`config.mk`:
```
export PLATFORM = sky130hd
export DESIGN_NAME = spi_master_wide
export DESIGN_NICKNAME = d
export VERILOG_FILES = /design/src/rtl/spi_pkg.sv /design/src/rtl/spi_halfper_tick.sv /design/src/rtl/spi_master_wide.sv
export SDC_FILE = /design/constraint.sdc
export NUM_CORES = 1
export LEC_CHECK = 0
export ABC_AREA = 1
export CAP_MARGIN = 20
export CORE_UTILIZATION = 53
export DETAILED_ROUTE_END_ITERATION = 16
export GPL_ROUTABILITY_DRIVEN = 1
export HOLD_SLACK_MARGIN = 0.02
export PLACE_DENSITY = 0.79
export SLEW_MARGIN = 5
export SYNTH_ARGS = -nofsm -noshare
export SYNTH_HDL_FRONTEND = slang
export SYNTH_SLANG_ARGS = --single-unit
```
`constraint.sdc`:
```
create_clock -name clk -period 2.15 [get_ports clk]
set_input_delay 0.43 -clock clk [delete_from_list [all_inputs] [get_ports clk]]
set_output_delay 0.43 -clock clk [all_outputs]
set_load 0.02 [all_outputs]
```
`src/rtl/spi_pkg.sv`:
```
// Shared definitions for the wide SPI master: controller state encoding and
// the chip-select index width helper.
package spi_pkg;

  typedef enum logic [1:0] {
    ST_IDLE  = 2'd0,
    ST_SETUP = 2'd1,
    ST_XFER  = 2'd2,
    ST_HOLD  = 2'd3
  } spi_state_e;

  // Chip-select index width: clog2 of the select count, never narrower than 1.
  function automatic int csw(input int n);
    return (n > 1) ? $clog2(n) : 1;
  endfunction

endpackage

```
`src/rtl/spi_halfper_tick.sv`:
```
// Half-period timebase: one-cycle tick every div_i+1 cycles while enabled;
// the count is held at zero while disabled so each enable starts a fresh period.
module spi_halfper_tick #(
  parameter int DIVW = 8
) (
  input  logic            clk,
  input  logic            rst,
  input  logic            en_i,
  input  logic [DIVW-1:0] div_i,
  output logic            tick_o
);

  logic [DIVW-1:0] cnt_q, cnt_d;

  assign tick_o = en_i && (cnt_q == div_i);

  always_comb begin
    cnt_d = cnt_q;
    if (!en_i || tick_o) cnt_d = '0;
    else                 cnt_d = cnt_q + 1'b1;
  end

  always_ff @(posedge clk) begin
    if (rst) cnt_q <= '0;
    else     cnt_q <= cnt_d;
  end

endmodule

```
`src/rtl/spi_master_wide.sv`:
```
// Parameterised SPI master (WIDTH bits, NCS selects, all four modes).
// Optional LSB-first support is enabled by defining SPI_MASTER_LSB_FIRST_EN.
module spi_master_wide
  import spi_pkg::*;
#(
  parameter int WIDTH = 8,
  parameter int NCS   = 1,
  parameter int DIVW  = 8
) (
  input  logic                  clk,
  input  logic                  rst,
  input  logic                  cpol,
  input  logic                  cpha,
  input  logic [DIVW-1:0]       div,
  input  logic [csw(NCS)-1:0]   cs_sel,
  input  logic [WIDTH-1:0]      din,
  input  logic                  start,
  output logic                  busy,
  output logic                  done,
  output logic [WIDTH-1:0]      dout,
  output logic                  mclk,
  output logic                  mosi,
  input  logic                  miso,
  output logic [NCS-1:0]        csn
`ifdef SPI_MASTER_LSB_FIRST_EN
  ,
  input  logic                  lsb_first
`endif
);

  localparam int CSW = csw(NCS);
  localparam int HPW = $clog2(2 * WIDTH);
  localparam logic [HPW-1:0] HP_LAST = HPW'(2 * WIDTH - 1);

  spi_state_e       state_q, state_d;
  logic [HPW-1:0]   hp_q, hp_d;
  logic [WIDTH-1:0] tx_q, tx_d;
  logic [WIDTH-1:0] rx_q, rx_d;
  logic [WIDTH-1:0] dout_q, dout_d;
  logic             mosi_q, mosi_d;
  logic             done_q, done_d;
  logic [DIVW-1:0]  div_q, div_d;
  logic [CSW-1:0]   cs_q, cs_d;
  logic             cpol_q, cpol_d;
  logic             cpha_q, cpha_d;
  logic             lsb_q, lsb_d;

  logic             lsb_in;
  logic             tick;
  logic [HPW-1:0]   nxt_idx;
  logic             edge_ev, sample_ev, shift_ev;

`ifdef SPI_MASTER_LSB_FIRST_EN
  assign lsb_in = lsb_first;
`else
  assign lsb_in = 1'b0;
`endif

  function automatic logic pick_bit(input logic [WIDTH-1:0] w, input logic lsb);
    return lsb ? w[0] : w[WIDTH-1];
  endfunction

  function automatic logic [WIDTH-1:0] advance(input logic [WIDTH-1:0] w, input logic lsb);
    return lsb ? (w >> 1) : (w << 1);
  endfunction

  spi_halfper_tick #(.DIVW(DIVW)) u_tick (
    .clk    (clk),
    .rst    (rst),
    .en_i   (state_q != ST_IDLE),
    .div_i  (div_q),
    .tick_o (tick)
  );

  always_comb begin
    state_d   = state_q;
    hp_d      = hp_q;
    tx_d      = tx_q;
    rx_d      = rx_q;
    dout_d    = dout_q;
    mosi_d    = mosi_q;
    done_d    = 1'b0;
    div_d     = div_q;
    cs_d      = cs_q;
    cpol_d    = cpol_q;
    cpha_d    = cpha_q;
    lsb_d     = lsb_q;

    // An mclk edge happens when a tick opens XFER half-period nxt_idx;
    // even indices are leading edges.
    nxt_idx   = (state_q == ST_SETUP) ? '0 : hp_q + 1'b1;
    edge_ev   = tick && ((state_q == ST_SETUP) ||
                         ((state_q == ST_XFER) && (hp_q != HP_LAST)));
    sample_ev = edge_ev && (~nxt_idx[0] ^ cpha_q);
    shift_ev  = edge_ev && !sample_ev;

    unique case (state_q)
      ST_IDLE: begin
        if (start) begin
          state_d = ST_SETUP;
          div_d   = div;
          cs_d    = cs_sel;
          cpol_d  = cpol;
          cpha_d  = cpha;
          lsb_d   = lsb_in;
          rx_d    = '0;
          // Mode with cpha=0 must have the first bit valid before the first edge.
          mosi_d  = cpha ? 1'b0 : pick_bit(din, lsb_in);
          tx_d    = cpha ? din  : advance(din, lsb_in);
        end
      end
      ST_SETUP: begin
        if (tick) begin
          state_d = ST_XFER;
          hp_d    = '0;
        end
      end
      ST_XFER: begin
        if (tick) begin
          if (hp_q == HP_LAST) state_d = ST_HOLD;
          else                 hp_d    = hp_q + 1'b1;
        end
      end
      ST_HOLD: begin
        if (tick) begin
          state_d = ST_IDLE;
          done_d  = 1'b1;
          dout_d  = rx_q;
          mosi_d  = 1'b0;
        end
      end
      default: state_d = ST_IDLE;
    endcase

    if (sample_ev) rx_d = lsb_q ? {miso, rx_q[WIDTH-1:1]} : {rx_q[WIDTH-2:0], miso};
    if (shift_ev) begin
      mosi_d = pick_bit(tx_q, lsb_q);
      tx_d   = advance(tx_q, lsb_q);
    end
  end

  always_ff @(posedge clk) begin
    if (rst) begin
      state_q <= ST_IDLE;
      hp_q    <= '0;
      tx_q    <= '0;
      rx_q    <= '0;
      dout_q  <= '0;
      mosi_q  <= 1'b0;
      done_q  <= 1'b0;
      div_q   <= '0;
      cs_q    <= '0;
      cpol_q  <= 1'b0;
      cpha_q  <= 1'b0;
      lsb_q   <= 1'b0;
    end else begin
      state_q <= state_d;
      hp_q    <= hp_d;
      tx_q    <= tx_d;
      rx_q    <= rx_d;
      dout_q  <= dout_d;
      mosi_q  <= mosi_d;
      done_q  <= done_d;
      div_q   <= div_d;
      cs_q    <= cs_d;
      cpol_q  <= cpol_d;
      cpha_q  <= cpha_d;
      lsb_q   <= lsb_d;
    end
  end

  assign busy = (state_q != ST_IDLE);
  assign done = done_q;
  assign dout = dout_q;
  assign mosi = mosi_q;

  always_comb begin
    mclk = cpol_q;
    if (state_q == ST_IDLE)      mclk = cpol;
    else if (state_q == ST_XFER) mclk = cpol_q ^ ~hp_q[0];
  end

  // Out-of-range selects match no index, so every csn bit stays high.
  for (genvar gi = 0; gi < NCS; gi++) begin : g_csn
    assign csn[gi] = !(busy && (int'(cs_q) == gi));
  end

endmodule

```
# Word-level counts from Yosys, hierarchy flattened
# Index checks and enable logic that the tools add are counted.
[classes]
n_eq_ne = 14
reduce_logical = 28
addsub = 2
mux = 26
n_bitwise = 6
[op_table]
columns = ["operator", "count"]
rows = [
  ["$mux W8", 7],
  ["$mux W4", 3],
  ["$reduce_bool A2 Y1", 6],
  ["$mux W2", 5],
  ["$ne A2 B2 Y1 const B", 5],
  ["$add A8 B1 Y8 const B", 1],
  ["$eq A8 B8 Y1", 1],
  ["$mux W1", 8],
  ["$pmux W2 S4", 1],
  ["$pmux W4 S2", 1],
  ["$reduce_and A2 Y1", 4],
  ["$logic_and A1 B1 Y1", 6],
  ["$ne A3 B3 Y1 const B", 2],
  ["$reduce_and A5 Y1", 1],
  ["$add A4 B1 Y4 const B", 1],
  ["$eq A2 B2 Y1 const B", 2],
  ["$eq A4 B4 Y1 const B", 1],
  ["$ne A4 B4 Y1 const B", 1],
  ["$not A1 Y1", 4],
  ["$reduce_and A4 Y1", 1],
  ["$reduce_or A2 Y1", 2],
  ["$logic_not A1 Y1", 3],
  ["$reduce_and A3 Y1", 1],
  ["$reduce_bool A3 Y1", 1],
  ["other kinds (6)", 8],
]
[word_totals]
reg_bits = 51
output_inout_bits = 13

# Logic depth before layout (Yosys ltp)
[logic_depth]
word_depth = 9
depth_mapped = 12

# Cells and area by module
# Synthesis repeated with hierarchy kept, for this count alone.
[hier_totals]
cells_unflattened = 327
area_unflattened_um2 = 2426.1
[modules_own_cells]
columns = ["module", "cells_per_inst", "area_each_um2", "seq_area_each_um2", "instances"]
rows = [
  ["spi_master_wide", 254, 1943.1, 860.8, 1],
  ["spi_halfper_tick", 73, 483.0, 160.2, 1],
]

# Least setup slack after synthesis
# Ideal clock, no wire load.
[synth_path]
path_type = "flip-flop to output port"
from = "register state_q[0]"
to = "output port mclk"
stages_incl_launch_ff = 7
arrival_time_ps = 1552
setup_slack_ps = 168
n_path_buf = 0
cell_sequence = "dfxtp_1 -> inv_1 -> ha_1 -> inv_1 -> or2_2 -> xor2_1 -> o21ai_0"
[synth_between]
elab_chain_len = 3
[synth_lines]
columns = ["element", "line_no", "source"]
rows = [
  ["from (decl)", "spi_master_wide.sv:35", "spi_state_e state_q, state_d;"],
  ["from (signal assigned)", "spi_master_wide.sv:157", "state_q <= state_d;"],
  ["$eq A2 B2 Y1", "spi_master_wide.sv:180", "else if (state_q == ST_XFER) mclk = cpol_q ^ ~hp_q[0];"],
  ["$mux W1", "spi_master_wide.sv:180", ""],
  ["$mux W1 *", "spi_master_wide.sv:179", "if (state_q == ST_IDLE) mclk = cpol;"],
  ["to (decl)", "spi_master_wide.sv:21", "output logic mclk,"],
]
# Every way passes the cells marked *; elsewhere a longest branch is shown, timed or not.

# Worst setup path in the final report
[layout_path]
from = "register state_q[0]"
to = "output port csn"
[layout_between]
elab_chain_len = 3
[layout_lines]
columns = ["element", "line_no", "source"]
rows = [
  ["$reduce_bool A2 Y1", "spi_master_wide.sv:172", "assign busy = (state_q != ST_IDLE);"],
  ["$logic_and A1 B1 Y1", "spi_master_wide.sv:185", "assign csn[gi] = !(busy && (int'(cs_q) == gi));"],
  ["$logic_not A1 Y1", "spi_master_wide.sv:185", ""],
  ["to (decl)", "spi_master_wide.sv:24", "output logic [NCS-1:0] csn"],
]
# No other way between the ends.

==> impl_results.md <==
- Status: complete, no violations
- Core area: 4140 µm²
- Yosys cell types: 28
- EDFF count, synth: 0
- CTS Buf Count: 5
- Slowest stage delay, CP: 0.34 ns
- Die Ht: 68.8 µm
- Net count after synthesis: 366
- Post-layout minimum cycle time: 2.07 ns
- Sinks on Clock Net: 51
- Critical path class: reg2out
- CTS tree: done
- Max-Slew Margin vs Limit: 72.6%
- Area share of the largest cell type after synthesis: 43.2%
- DRC Markers: 0
- Util after Layout: 71.3%
- Post-Syn Area per Cell: 7.01 µm²
- R2R Setup Slk: 0.22 ns
- Initial DRT Pass Iterations: 4
- Yosys warns: 0
- DP HPWL: 3.61 mm
- Top cells by area, synth: dfxtp_1 43%, nand2_1 10%, nor2_1 9.2%, a21oi_1 7.0%, nand3_1 5.5%
- Power density over cell area: 957 nW/µm²
- DIE AREA: 4730 µm²
- Max Fanout on Critical Path: 7
- Gr usage total: 24.2%
- Final WS setup: 0.0774 ns
- Leakage power: 1.21 nW
- Crit. End Element: output pin
- Top delay family on crit path: buffers and inverters
- Final Hold Viols: 0
- Int Power: 1.83 mW
- H-tree Lvls: 2
- Largest net degree at the start of global routing: 28
- Row cnt: 23
- Worst hold slack: 0.466 ns
- Seq/Total Area, Yosys: 43.2%
- Post-place setup slack: -0.0285 ns
- First-pass GRT wire length: 8.41 mm
- Yosys top cell by area: dfxtp_1
- Clock share of power: 24.7%
- Finish-stage setup viols: 0
- Worst min-delay path class: reg2reg
- Fill cells: 358
- Ratio of cells with drive above 1 in the final layout: 9.40%
- CTS max path bufs: 2
- Clk root buf: clkbuf_8
- Drt wl/cell: 11.9 µm
- Die Span X: 68.8 µm
- Ys async rst share: 0%
- Detail-routed via count per cell: 5.11
- # IOs: 36
- Sequential power share: 39.6%
- P&R area growth vs syn: 25.0%
- Crit path cell chain: inv_1 > buf_4 > ha_2 > or2_2 > dlygate4sd2_1
- Syn Std Cell Area: 2360 µm²
- Worst path bufs/invs: 3
- Clk Latency, worst-skew pair: 0.31 ns
- Sw frac: 35.4%
- Initial antenna violation count: 0
- Via count: 2213
- Comb power frac: 35.8%
- Worst-path clk slew: 0.09 ns
- WP data required: 1.72 ns
- Power Total: 2.83 mW
- Clock skew: 0.00514 ns
- Slew Limit Fails: 0
- Starting density of the core: 57.0%
- GP Congestion: 0.785
- Synth Instances: 337
- Synth top cells by count: 66 x nand2_1, 58 x nor2_1, 51 x dfxtp_1, 34 x inv_1, 33 x a21oi_1
- Inserted Diodes: 0
- WL final: 5.15 mm
- Net count, final: 411
- GR Overflow Total: 0
- VDD IR max: 477 µV
- Most common cell in the netlist: nand2_1
- Post-synth top flop: dfxtp_1
- Period utilization: 96.4%
- Worst slew pin tran: 0.411 ns
- CTS hold repair buffers: 0
- Starting DRT DRC Count: 173
- Crit-path slowest cell: dfxtp_1
- Switching power: 1.00 mW
- Register area: 1020 µm²
- RSZ-0062 raised after global routing: true
- Crit path DAT: 1.64 ns
- Post-route ant nets: 0
- Seq cells post-synth: 51
- Max-cap violations: 0
- CP Launch Type: register
- Area of the multi-input gates: 1170 µm²
- Number of port buffers: 35
- Vias in the first global route: 1988
- Fmax: 482 MHz
per-layer routing:
metal / track usage [%] / up-vias / routed length, µm
met3: 5.43 / 6 / 213
met4: 9.18 / 0 / 65
met1: 28.4 / 995 / 2460
met2: 42.6 / 41 / 2410
li1: - / 1171 / -
met5: 0 / - / 0
sequential cells by signal, indices dropped and copies added (netlist names):
name / count
u_tick.cnt_q: 8
state_q: 2
div_q: 8
cs_q: 1
cpha_q: 1
done: 1
hp_q: 4
dout: 8
cpol_q: 1
mosi: 1
tx_q: 8
rx_q: 8
placed cells by master, fill, tap and decap left out, drive strengths merged, types with 4 or more instances in the layout:
master and n:
dfxtp 51, a21oi 33, xor2 4, o22ai 5, nand2 68, nor3 4, clkdlybuf4s50 32, clkbuf 6
nor2 60, buf 14, nand3 26, inv 36, ha 6, o21ai 24
stage by stage:
stage                     area [µm²]  cells   TNS, ns
final                           2950    433         0
after floorplan                 2360    337         0
after CTS                       2950    433         0
after detailed placement        2840    425   -0.0285
after global placement          2840    425  -0.00623
after global routing            2950    433  -0.00908
logic make-up (layout without fill, tap and decap cells):
kind of cell | count (synthesis) | after routing | synth area share [%]
AOI/OAI and AO/OA | 65 | 65 | 14.3
xor gates and xnor gates | 4 | 4 | 1.80
adders and majority gates | 6 | 6 | 3.18
buffers and inverters | 47 | 93 | 7.52
DFF | 51 | 51 | 43.2
and+or+nand+nor | 164 | 164 | 30.0
final cells by class:
class                           count  share of cell area [%]
Inverter                           37                    4.75
Clock buffer                        6                    2.80
Sequential cell                    51                    34.6
Timing Repair Buffer               48                    15.0
Clock inverter                      2                    1.19
Multi-Input combinational cell    239                    39.6
Tap cell                           50                    2.12
power by group through the flow:
stage | clock network [mW] | logic, mW | registers [mW]
final | 0.697 | 1.01 | 1.12
after global routing | 0.741 | 1.13 | 1.13
after CTS | 0.706 | 1.00 | 1.12
after detailed placement | 0 | 1.01 | 1.14
after global placement | 0 | 0.992 | 1.13
after floorplan | 0 | 0.658 | 1.14
timing repair:
| action | 4_1_cts | 5_1_grt |
|---|---|---|
| hold endpoints to repair | 0 | 0 |
| pin swaps | 0 | 1 |
| setup buffers | 0 | 0 |
| resized for setup | 7 | 4 |
| setup endpoints to repair | 3 | 4 |
tightest hold or removal path, stage by stage (launching register included):
cell	delay (ns)
dfxtp_1	0.32
nand2_1	0.06
a21oi_1	0.05
path summary, 6_finish.rpt:
kind / start / end / cells after the start
worst max-delay path: state_q[0] / csn / 5
worst min register to register: dout[6] / dout[6] / 2
worst min-delay path: dout[6] / dout[6] / 2
worst max register to register: state_q[1] / rx_q[0] / 10
Note: power is estimated with default switching activity, not from simulation.
